File: src/rtl/config_pkg.sv
// Purpose : shared constants and types for the COBS receive FIFO and its decoder.
// Latency : n/a (package).
// Backpressure: n/a (package).
package config_pkg;

    localparam int RxQueueSize = 64;

    typedef logic [11:0] CsrAddrT;
    typedef logic [31:0] WordT;
    typedef logic [4:0]  RegT;

    localparam CsrAddrT FifoRxByteCsrAddr   = 12'h8C2;
    localparam CsrAddrT FifoRxStatusCsrAddr = 12'h8C3;

    typedef enum logic [1:0] {
        CSR_NONE = 2'd0,
        CSR_RW   = 2'd1,
        CSR_RS   = 2'd2,
        CSR_RC   = 2'd3
    } csr_op_t;

    typedef logic [$clog2(RxQueueSize)-1:0] RxPtrT;

    // One decoded queue entry: eof marks the last byte of a committed frame.
    typedef struct packed {
        logic       eof;
        logic [7:0] data;
    } RxEntryT;

    typedef enum logic [1:0] {
        IDLE    = 2'd0,
        DATA    = 2'd1,
        DISCARD = 2'd2
    } CobsRxStateT;

endpackage

File: src/rtl/cobs_rx_decoder.sv
// Purpose : COBS frame decoder; turns raw UART bytes into queue write/commit/abort strobes.
// Latency : strobes are combinational from the accepted byte; state advances on the same edge.
// Backpressure: none upstream; full_i turns a write into an overflow abort and DISCARD.
// Ports   : clk_i/reset_i, rx_data_i/rx_valid_i (byte in), full_i (queue has no room),
//           wr_en_o/wr_byte_o (speculative write), commit_o (delimiter seen),
//           abort_o (rewind speculative pointer), err_o (decode or overflow error).
module cobs_rx_decoder
    import config_pkg::*;
(
    input  logic       clk_i,
    input  logic       reset_i,
    input  logic [7:0] rx_data_i,
    input  logic       rx_valid_i,
    input  logic       full_i,
    output logic       wr_en_o,
    output logic [7:0] wr_byte_o,
    output logic       commit_o,
    output logic       abort_o,
    output logic       err_o
);

    CobsRxStateT state_q, state_d;
    logic [7:0]  cnt_q, cnt_d;
    logic        flag255_q, flag255_d;
    logic        pend_zero_q, pend_zero_d;

    always_ff @(posedge clk_i) begin
        if (reset_i) begin
            state_q     <= IDLE;
            cnt_q       <= 8'd0;
            flag255_q   <= 1'b0;
            pend_zero_q <= 1'b0;
        end else begin
            state_q     <= state_d;
            cnt_q       <= cnt_d;
            flag255_q   <= flag255_d;
            pend_zero_q <= pend_zero_d;
        end
    end

    always_comb begin
        state_d     = state_q;
        cnt_d       = cnt_q;
        flag255_d   = flag255_q;
        pend_zero_d = pend_zero_q;
        wr_en_o     = 1'b0;
        wr_byte_o   = rx_data_i;
        commit_o    = 1'b0;
        abort_o     = 1'b0;
        err_o       = 1'b0;

        if (rx_valid_i) begin
            case (state_q)
                IDLE: begin
                    if (rx_data_i == 8'h00) begin
                        // Delimiter; the FIFO ignores a commit of an empty frame.
                        commit_o    = 1'b1;
                        pend_zero_d = 1'b0;
                    end else if (pend_zero_q && full_i) begin
                        err_o       = 1'b1;
                        abort_o     = 1'b1;
                        pend_zero_d = 1'b0;
                        state_d     = DISCARD;
                    end else begin
                        // The zero implied by the previous group is only emitted
                        // once we know the frame continues past it.
                        wr_en_o     = pend_zero_q;
                        wr_byte_o   = 8'h00;
                        cnt_d       = rx_data_i - 8'd1;
                        flag255_d   = (rx_data_i == 8'hFF);
                        if (rx_data_i != 8'h01) begin
                            pend_zero_d = 1'b0;
                            state_d     = DATA;
                        end else begin
                            pend_zero_d = 1'b1;
                        end
                    end
                end
                DATA: begin
                    if (rx_data_i == 8'h00) begin
                        // Premature delimiter: drop the frame, the zero resyncs us.
                        err_o       = 1'b1;
                        abort_o     = 1'b1;
                        pend_zero_d = 1'b0;
                        state_d     = IDLE;
                    end else if (full_i) begin
                        err_o       = 1'b1;
                        abort_o     = 1'b1;
                        state_d     = DISCARD;
                    end else begin
                        wr_en_o = 1'b1;
                        cnt_d   = cnt_q - 8'd1;
                        if (cnt_q == 8'd1) begin
                            pend_zero_d = !flag255_q;
                            state_d     = IDLE;
                        end
                    end
                end
                DISCARD: begin
                    if (rx_data_i == 8'h00) begin
                        abort_o     = 1'b1;
                        pend_zero_d = 1'b0;
                        state_d     = IDLE;
                    end
                end
                default: begin
                    state_d = IDLE;
                end
            endcase
        end
    end

endmodule

File: src/rtl/cobs_rx_fifo.sv
// Purpose : COBS receive FIFO; decoded bytes are visible to the core only after a clean frame commit.
// Latency : have_data rises one edge after the committing delimiter; CSR read data is combinational.
// Backpressure: none toward the UART; a full queue aborts the frame in flight and flags rx_error.
// Ports   : clk_i/reset_i, rx_data/rx_valid (UART bytes), csr_enable/csr_addr/csr_op/rs1_zimm/rs1_data
//           (CSR access; ByteAddr pops, StatAddr reads count/error and clears error),
//           csr_data_out (read data), have_data (committed entries pending), rx_error (sticky error).
module cobs_rx_fifo #(
    parameter int                RxQueueSize = config_pkg::RxQueueSize,
    parameter config_pkg::CsrAddrT ByteAddr  = config_pkg::FifoRxByteCsrAddr,
    parameter config_pkg::CsrAddrT StatAddr  = config_pkg::FifoRxStatusCsrAddr
) (
    input  logic                 clk_i,
    input  logic                 reset_i,
    input  logic [7:0]           rx_data,
    input  logic                 rx_valid,
    input  logic                 csr_enable,
    input  config_pkg::CsrAddrT  csr_addr,
    input  config_pkg::csr_op_t  csr_op,
    input  config_pkg::RegT      rs1_zimm,
    input  config_pkg::WordT     rs1_data,
    output config_pkg::WordT     csr_data_out,
    output logic                 have_data,
    output logic                 rx_error
);
    import config_pkg::*;

    localparam int PtrW = $clog2(RxQueueSize);
    typedef logic [PtrW-1:0] ptr_t;

    RxEntryT queue_q [RxQueueSize];

    ptr_t rd_ptr_q, rd_ptr_d;
    ptr_t wr_ptr_q, wr_ptr_d;
    ptr_t wr_tmp_q, wr_tmp_d;
    logic err_q, err_d;
    logic have_data_q;

    logic       dec_wr_en, dec_commit, dec_abort, dec_err;
    logic [7:0] dec_wr_byte;

    ptr_t       wr_tmp_inc, wr_tmp_dec, count_w;
    logic       full, rd_valid, frame_nonempty, byte_acc, stat_acc;
    logic [15:0] count16;
    RxEntryT    head;

    // Reads never change state beyond pop/clear, so the write operands are don't-care.
    logic unused_csr_fields;
    assign unused_csr_fields = ^{csr_op, rs1_zimm, rs1_data};

    assign wr_tmp_inc     = wr_tmp_q + ptr_t'(1);
    assign wr_tmp_dec     = wr_tmp_q - ptr_t'(1);
    assign full           = (wr_tmp_inc == rd_ptr_q);
    assign rd_valid       = (rd_ptr_q != wr_ptr_q);
    assign frame_nonempty = (wr_tmp_q != wr_ptr_q);
    assign count_w        = wr_ptr_q - rd_ptr_q;
    assign count16        = 16'(count_w);
    assign byte_acc       = csr_enable && (csr_addr == ByteAddr);
    assign stat_acc       = csr_enable && (csr_addr == StatAddr);
    assign head           = queue_q[rd_ptr_q];

    cobs_rx_decoder u_dec (
        .clk_i      (clk_i),
        .reset_i    (reset_i),
        .rx_data_i  (rx_data),
        .rx_valid_i (rx_valid),
        .full_i     (full),
        .wr_en_o    (dec_wr_en),
        .wr_byte_o  (dec_wr_byte),
        .commit_o   (dec_commit),
        .abort_o    (dec_abort),
        .err_o      (dec_err)
    );

    always_comb begin
        wr_tmp_d = wr_tmp_q;
        if (dec_abort) begin
            wr_tmp_d = wr_ptr_q;
        end else if (dec_wr_en) begin
            wr_tmp_d = wr_tmp_inc;
        end

        wr_ptr_d = wr_ptr_q;
        if (dec_commit && frame_nonempty) begin
            wr_ptr_d = wr_tmp_q;
        end

        // Compared against the old wr_ptr, so a pop can never overtake a same-cycle commit.
        rd_ptr_d = rd_ptr_q;
        if (byte_acc && rd_valid) begin
            rd_ptr_d = rd_ptr_q + ptr_t'(1);
        end

        // A fresh error outranks the clear-on-status-read.
        err_d = err_q;
        if (dec_err) begin
            err_d = 1'b1;
        end else if (stat_acc) begin
            err_d = 1'b0;
        end
    end

    always_ff @(posedge clk_i) begin
        if (reset_i) begin
            rd_ptr_q    <= '0;
            wr_ptr_q    <= '0;
            wr_tmp_q    <= '0;
            err_q       <= 1'b0;
            have_data_q <= 1'b0;
        end else begin
            rd_ptr_q    <= rd_ptr_d;
            wr_ptr_q    <= wr_ptr_d;
            wr_tmp_q    <= wr_tmp_d;
            err_q       <= err_d;
            have_data_q <= (wr_ptr_d != rd_ptr_d);
        end
    end

    // Storage needs no reset: the pointers alone define which entries are live.
    always_ff @(posedge clk_i) begin
        if (dec_wr_en) begin
            queue_q[wr_tmp_q] <= {1'b0, dec_wr_byte};
        end
        if (dec_commit && frame_nonempty) begin
            queue_q[wr_tmp_dec].eof <= 1'b1;
        end
    end

    always_comb begin
        csr_data_out = '0;
        if (byte_acc && rd_valid) begin
            csr_data_out = {22'b0, head.eof, 1'b1, head.data};
        end else if (stat_acc) begin
            csr_data_out = {count16, 14'b0, err_q, have_data_q};
        end
    end

    assign have_data = have_data_q;
    assign rx_error  = err_q;

endmodule
File: config.mk
export PLATFORM = sky130hd
export DESIGN_NAME = cobs_rx_fifo
export DESIGN_NICKNAME = d
export VERILOG_FILES = /design/src/rtl/config_pkg.sv /design/src/rtl/cobs_rx_decoder.sv /design/src/rtl/cobs_rx_fifo.sv
export SDC_FILE = /design/constraint.sdc
export NUM_CORES = 1
export LEC_CHECK = 0
export CELL_PAD_IN_SITES_DETAIL_PLACEMENT = 1
export CELL_PAD_IN_SITES_GLOBAL_PLACEMENT = 2
export CORE_ASPECT_RATIO = 0.6
export CORE_UTILIZATION = 45
export CTS_BUF_LIST = sky130_fd_sc_hd__clkbuf_4
export DETAILED_ROUTE_END_ITERATION = 6
export DONT_BUFFER_PORTS = 1
export GPL_ROUTABILITY_DRIVEN = 0
export GPL_TIMING_DRIVEN = 1
export PLACE_DENSITY_LB_ADDON = 0.1
export SKIP_CTS_REPAIR_TIMING = 1
export SYNTH_ARGS = -nofsm -noshare
export SYNTH_HDL_FRONTEND = slang
export SYNTH_HIERARCHICAL = 1
export SYNTH_SLANG_ARGS = --single-unit
File: constraint.sdc
create_clock -name clk_i -period 4.7 [get_ports clk_i]
set_input_delay 0.705 -clock clk_i [delete_from_list [all_inputs] [get_ports clk_i]]
set_output_delay 0.705 -clock clk_i [all_outputs]
set_load 0.05 [all_outputs]
Word level (Yosys, flattened, before mapping)
Memory sizes are Yosys's and may differ from the RTL's. A register that Yosys moved wholly into a read port is not among the register bits.
Cells that the tools add are included.

word-level totals
  memories = 1
  output and inout port bits = 34
  bits in writable memories = 576
  input port bits = 63
  word-level logic and storage cells = 113
  register bits after elaboration = 32

memory list
  name     words  bits a word  read ports  clocked after Yosys merged registers in  wr ports  RTL line            text
  queue_q  64     9            1           1                                        1         cobs_rx_fifo.sv:30  RxEntryT queue_q [RxQueueSize];

operators by class
  reductions and logical operators = 17
  bitwise operators = 2
  add/sub/neg operators = 6
  muxes and demuxes = 58
  equal/unequal tests = 20

operator list
  cell                    count
  $mux W8                 8
  $mux W22                2
  $mux W6                 6
  $mux W1                 27
  $eq A12 B12 Y1 const B  2
  $ne A6 B6 Y1            3
  $mux W2                 8
  $pmux W8 S2             1
  $sub A8 B1 Y8 const B   2
  $add A6 B1 Y6 const B   2
  $reduce_and A5 Y1       2
  $mux W9                 1
  $reduce_or A9 Y1        1
  $eq A8 B1 Y1 const B    1
  $eq A8 B8 Y1 const B    1
  $logic_not A8 Y1        1
  $ne A2 B2 Y1 const B    4
  $ne A8 B1 Y1 const B    1
  $eq A6 B6 Y1            1
  $ne A3 B1 Y1 const B    2
  $pmux W1 S3             2
  $pmux W2 S3             1
  $reduce_and A6 Y1       1
  $reduce_bool A2 Y1      3
  14 further kinds        20

Longest topological paths before layout
  word-level depth = 10
  mapped depth = 16
  gate-level depth less buffers = 12

By module
Netlist, hierarchy kept.

by module, submodules not included
  module           seq. area each (um^2)  cells an instance  instances  area an instance (um^2)
  cobs_rx_fifo     17056.4                1405               1          24235.7
  cobs_rx_decoder  240.2                  153                1          1096.1

Least setup slack after synthesis
OpenSTA, ideal clock, no wires.

  path kind = register to register
  from = register rd_ptr_q[1]
  to = memory queue_q[0][2] (netlist name), data pin
  cell stages (with the launch flop) = 11
  arrival time = 3.635 ns
  setup slack = 0.551 ns
  period minus slack after synthesis = 4.149 ns
  data required time = 4.186 ns
  path buffers = 5
  setup time = 0.514 ns
  cell sequence = dfxtp_1 > buf_2 > buf_4 > buf_2 > buf_1 > xnor2_1 > nand3_1 > nor3_1 > clkbuf_1 > a31oi_1 > nor2b_1

on the way
  word-level cells in the longest chain between the ends = 7

RTL lines
  item                      RTL line               text
  start, declared           cobs_rx_fifo.sv:32     ptr_t rd_ptr_q, rd_ptr_d;
  start signal, assigned    cobs_rx_fifo.sv:110    rd_ptr_q <= rd_ptr_d;
  $eq A6 B6 Y1              cobs_rx_fifo.sv:52     assign full = (wr_tmp_inc == rd_ptr_q);
  net full                  cobs_rx_fifo.sv:42     logic full, rd_valid, frame_nonempty, byte_acc, stat_acc;
  $logic_and A1 B1 Y1       cobs_rx_decoder.sv:59  end else if (pend_zero_q && full_i) begin
  $mux W8                   cobs_rx_decoder.sv:59
  $mux W8                   cobs_rx_decoder.sv:55  if (rx_data_i == 8'h00) begin
  $mux W8                   cobs_rx_decoder.sv:53  case (state_q)
  $mux W8                   cobs_rx_decoder.sv:52  if (rx_valid_i) begin
  net dec_wr_byte[2]        cobs_rx_fifo.sv:39     logic [7:0] dec_wr_byte;
  $mux W9 (no source line)  -
  end, declared             cobs_rx_fifo.sv:30

The timed path passes the listed nets, and every way through them passes these cells. The select of a mux whose other input is x is not followed.

Final worst setup path
  from = register rd_ptr_q[2]
  to = output port csr_data_out[1]

on the way
  word-level cells in the longest chain between the ends = 3

RTL lines
  item                 RTL line             text
  $ne A6 B6 Y1         cobs_rx_fifo.sv:53   assign rd_valid = (rd_ptr_q != wr_ptr_q);
  $logic_and A1 B1 Y1  cobs_rx_fifo.sv:130  if (byte_acc && rd_valid) begin
  $mux W22             cobs_rx_fifo.sv:130
  end, declared        cobs_rx_fifo.sv:21   output config_pkg::WordT csr_data_out,

No other way between the ends.

==> impl_metrics.py <==
metrics = {
    "global_routing": {
        "grt_pass1_wl_mm": 104,
        "grt_overflow_total": 0,
        "grt_pass1_vias": 15450,
        "grt_start_max_net_pins": 65,
        "antenna_found_initial": 4,
        "grtUsageTotal_pct": 25.7,
    },
    "worst_setup_path": {
        "cp.required_ns": 3.99,
        "rrSetupSlack_ns": 0.82,
        "slowest_delay_ns": 0.69,
        "cp-start-kind": "flop",
        "crit_type": "reg -> out",
        "slowest_stage": "dfxtp_1",
        "crit_path_cell_trace": "inv_2, ha_1, nand4_1, nor2_1, a2111o_1, a31oi_1, nand3_1, nand3_1, buf_12",
        "worst_ep_arrival_time_ns": 3.90,
        "crit_fanout": 9,
        "worstSetupEndpointType": "primary output",
        "crit_top_cell": "nand3_1",
    },
    "finish": {
        "final_cell_area_sq_um": 28700,
        "finalNetCount": 1814,
        "fillers": 5267,
        "multi_input_area_sq_um": 7500,
        "area_growth_syn_to_layout_pct": 13.2,
        "layout-drive-gt1-share_pct": 28.8,
        "fin_cells": 2574,
        "regArea_sq_um": 17300,
        "fin_util_pct": 52.2,
    },
    "synth": {
        "synth_edf_count": 512,
        "synth-compound-area-share_pct": 5.25,
        "syn-mean-instance-area_sq_um": 16.3,
        "ys_seq_area_share_pct": 68.3,
        "ys.flop_type": "edfxtp_1",
        "yosysMostFrequentCell": "edfxtp_1",
        "synthSimpleGateAreaFrac_pct": 5.99,
        "ys_async_sr_fraction_pct": 0,
        "synthXorXnorAreaFrac_pct": 1.45,
        "ys_ff_latch": 608,
        "synth_top_family_by_area": "multiplexers",
        "synthTopCellsByCount": "edfxtp_1 (512), mux4_2 (159), nor2_1 (127)",
        "synth_mux_area_share_pct": 15.4,
        "yosys.area_share.adder_pct": 0.919,
        "ys_types": 65,
        "synth_area_leaders": "edfxtp_1 (61%), mux4_2 (14%), dfxtp_1 (7.6%)",
        "ys_warn_count": 6,
        "synth_top_area_share_pct": 60.7,
        "syn_area_sq_um": 25300,
        "syn_inst": 1558,
        "yosysTopAreaCell": "edfxtp_1",
    },
    "place": {
        "io_buffers": 0,
        "dpl_cell_area_sq_um": 26800,
        "hpwl_mm": 46.4,
        "dp.cells": 2333,
        "pre_cts_ws_ns": 0.915,
    },
    "clock_network": {
        "clock_latency_ns": 0.91,
        "cts_buffers": 144,
        "htreeDepth": 4,
        "clk_pin_slew_ns": 0.08,
        "clock-sinks": 608,
        "cts_tree": "done",
        "cts.path.max_buffers": 3,
        "cts_root_buf": "clkbuf_4",
    },
    "timing": {
        "drv_slew": 0,
        "hold_violations": 0,
        "finalCriticalPeriod_ns": 4.60,
        "worst_pin_slew_ns": 0.969,
        "rsz0062_at_grt": "no",
        "setup_ws_ns": 0.0993,
        "setup-violations-final": 0,
        "fin_tns_setup_ns": 0,
        "period_share_pct": 97.9,
        "hold_ws_ns": 0.0923,
        "timing.fmax_mhz": 217,
        "slew_headroom_pct": 35.1,
        "clock_skew_ns": 0.0571,
    },
    "floorplanning": {
        "core_sq_um": 54900,
        "io-pin-count": 97,
        "die_area_sq_um": 57300,
        "start_util_pct": 46.1,
        "die-width_um": 308,
        "fp-row-count": 66,
        "die_h_um": 186,
    },
    "route": {
        "drc_errors": 0,
        "wl_per_cell_um": 27.9,
        "ant_nets": 0,
        "vias_per_cell": 5.90,
        "drtPass1Iterations": 5,
        "drt_wl_total_mm": 71.8,
        "drt-initial-drc-count": 1662,
        "routed-via-count": 15178,
    },
    "power": {
        "p_clk_share_pct": 40.8,
        "power_density_nw_per_um2": 371,
        "leakagePower_nw": 9.40,
        "seqPwrFrac_pct": 55.5,
        "p_total_mw": 10.6,
        "ir_drop_v": 0.000201,
        "p_int_mw": 8.22,
        "p_sw_share_pct": 22.8,
        "switchingPower_mw": 2.42,
        "p_comb_share_pct": 3.6,
    },
    "run": {
        "maxCapViolCount": 0,
    },
    "run_status": {
        "status": "complete, no violations",
    },
    "worst_hold_path": {
        "hold_path.class": "in -> reg",
    },
}
[kinds of logic after synthesis]
group                      count (synthesis)
and+or+nand+nor                          329
DFF                                      608
muxes                                    192
adders and majority gates                 18
AOI/OAI and AO/OA                        236
buffers and inverters                    132
xor gates and xnor gates                  42
other                                      1
[power by group through the flow]
stage / sequential (mW) / clock (mW) / combinational (mW)
after global placement: 6.03 / 0 / 0.366
after detailed placement: 6.03 / 0 / 0.381
after CTS: 5.91 / 4.48 / 0.382
final: 5.91 / 4.35 / 0.387
after floorplan: 6.03 / 0 / 0.232
after global routing: 5.91 / 4.72 / 0.419
[flip-flops by register name, indices dropped and copies added (netlist names)]
register and count:
queue_q 576, u_dec/cnt_q 8, rd_ptr_q 6, wr_ptr_q 6, wr_tmp_q 6, u_dec/state_q 2, have_data 1, rx_error 1
u_dec/flag255_q 1, u_dec/pend_zero_q 1
[routing by layer]
| layer | up-vias | share of wire, % | global-route usage, % |
|---|---|---|---|
| li1 | 6520 | - | - |
| met5 | - | 0.10 | 0.947 |
| met1 | 8015 | 48 | 38.8 |
| met3 | 86 | 7.9 | 7.43 |
| met4 | 2 | 1.6 | 6.75 |
| met2 | 555 | 43 | 36.2 |
[cell usage in the layout (no fill, tap or decap), types with 16 or more instances in the layout]
master      n
a21oi_1    25
buf_4     110
clkbuf_4  202
clkinv_1   20
conb_1     16
dfxtp_1    94
edfxtp_1  512
ha_1       17
inv_1      18
mux2i_1    32
mux4_2    159
nand2_1    74
nand3_1    43
nor2_1    125
o21ai_0    67
o21ai_1    93
xnor2_1    28
[worst max-delay path, delay by kind of cell, from the launching register on]
kind | cells | cell delay [ns]
simple gates | 4 | 0.54
fa+ha+maj | 1 | 0.40
compound gates | 2 | 1.04
flops | 1 | 0.69
buf+inv | 2 | 0.35
[cell type report]
cell class / instances / area share (%)
diodes: 3 / 0.0262
clock buffers: 202 / 5.29
clock inverters: 34 / 0.947
inverters: 24 / 0.314
multi-input cells: 833 / 26.2
flip-flops and latches: 608 / 60.4
well taps: 748 / 3.26
repair buffers: 122 / 3.63
[path summary, 6_finish.rpt]
check                start               to  cells after the start
max            rd_ptr_q[2]  csr_data_out[1]                      9
min                reset_i   u_dec/cnt_q[1]                      2
max reg2reg    wr_tmp_q[0]   queue_q[39][5]                     10
min reg2reg  queue_q[8][8]    queue_q[8][8]                      2
No activity file was read; power rests on OpenSTA's default activity.
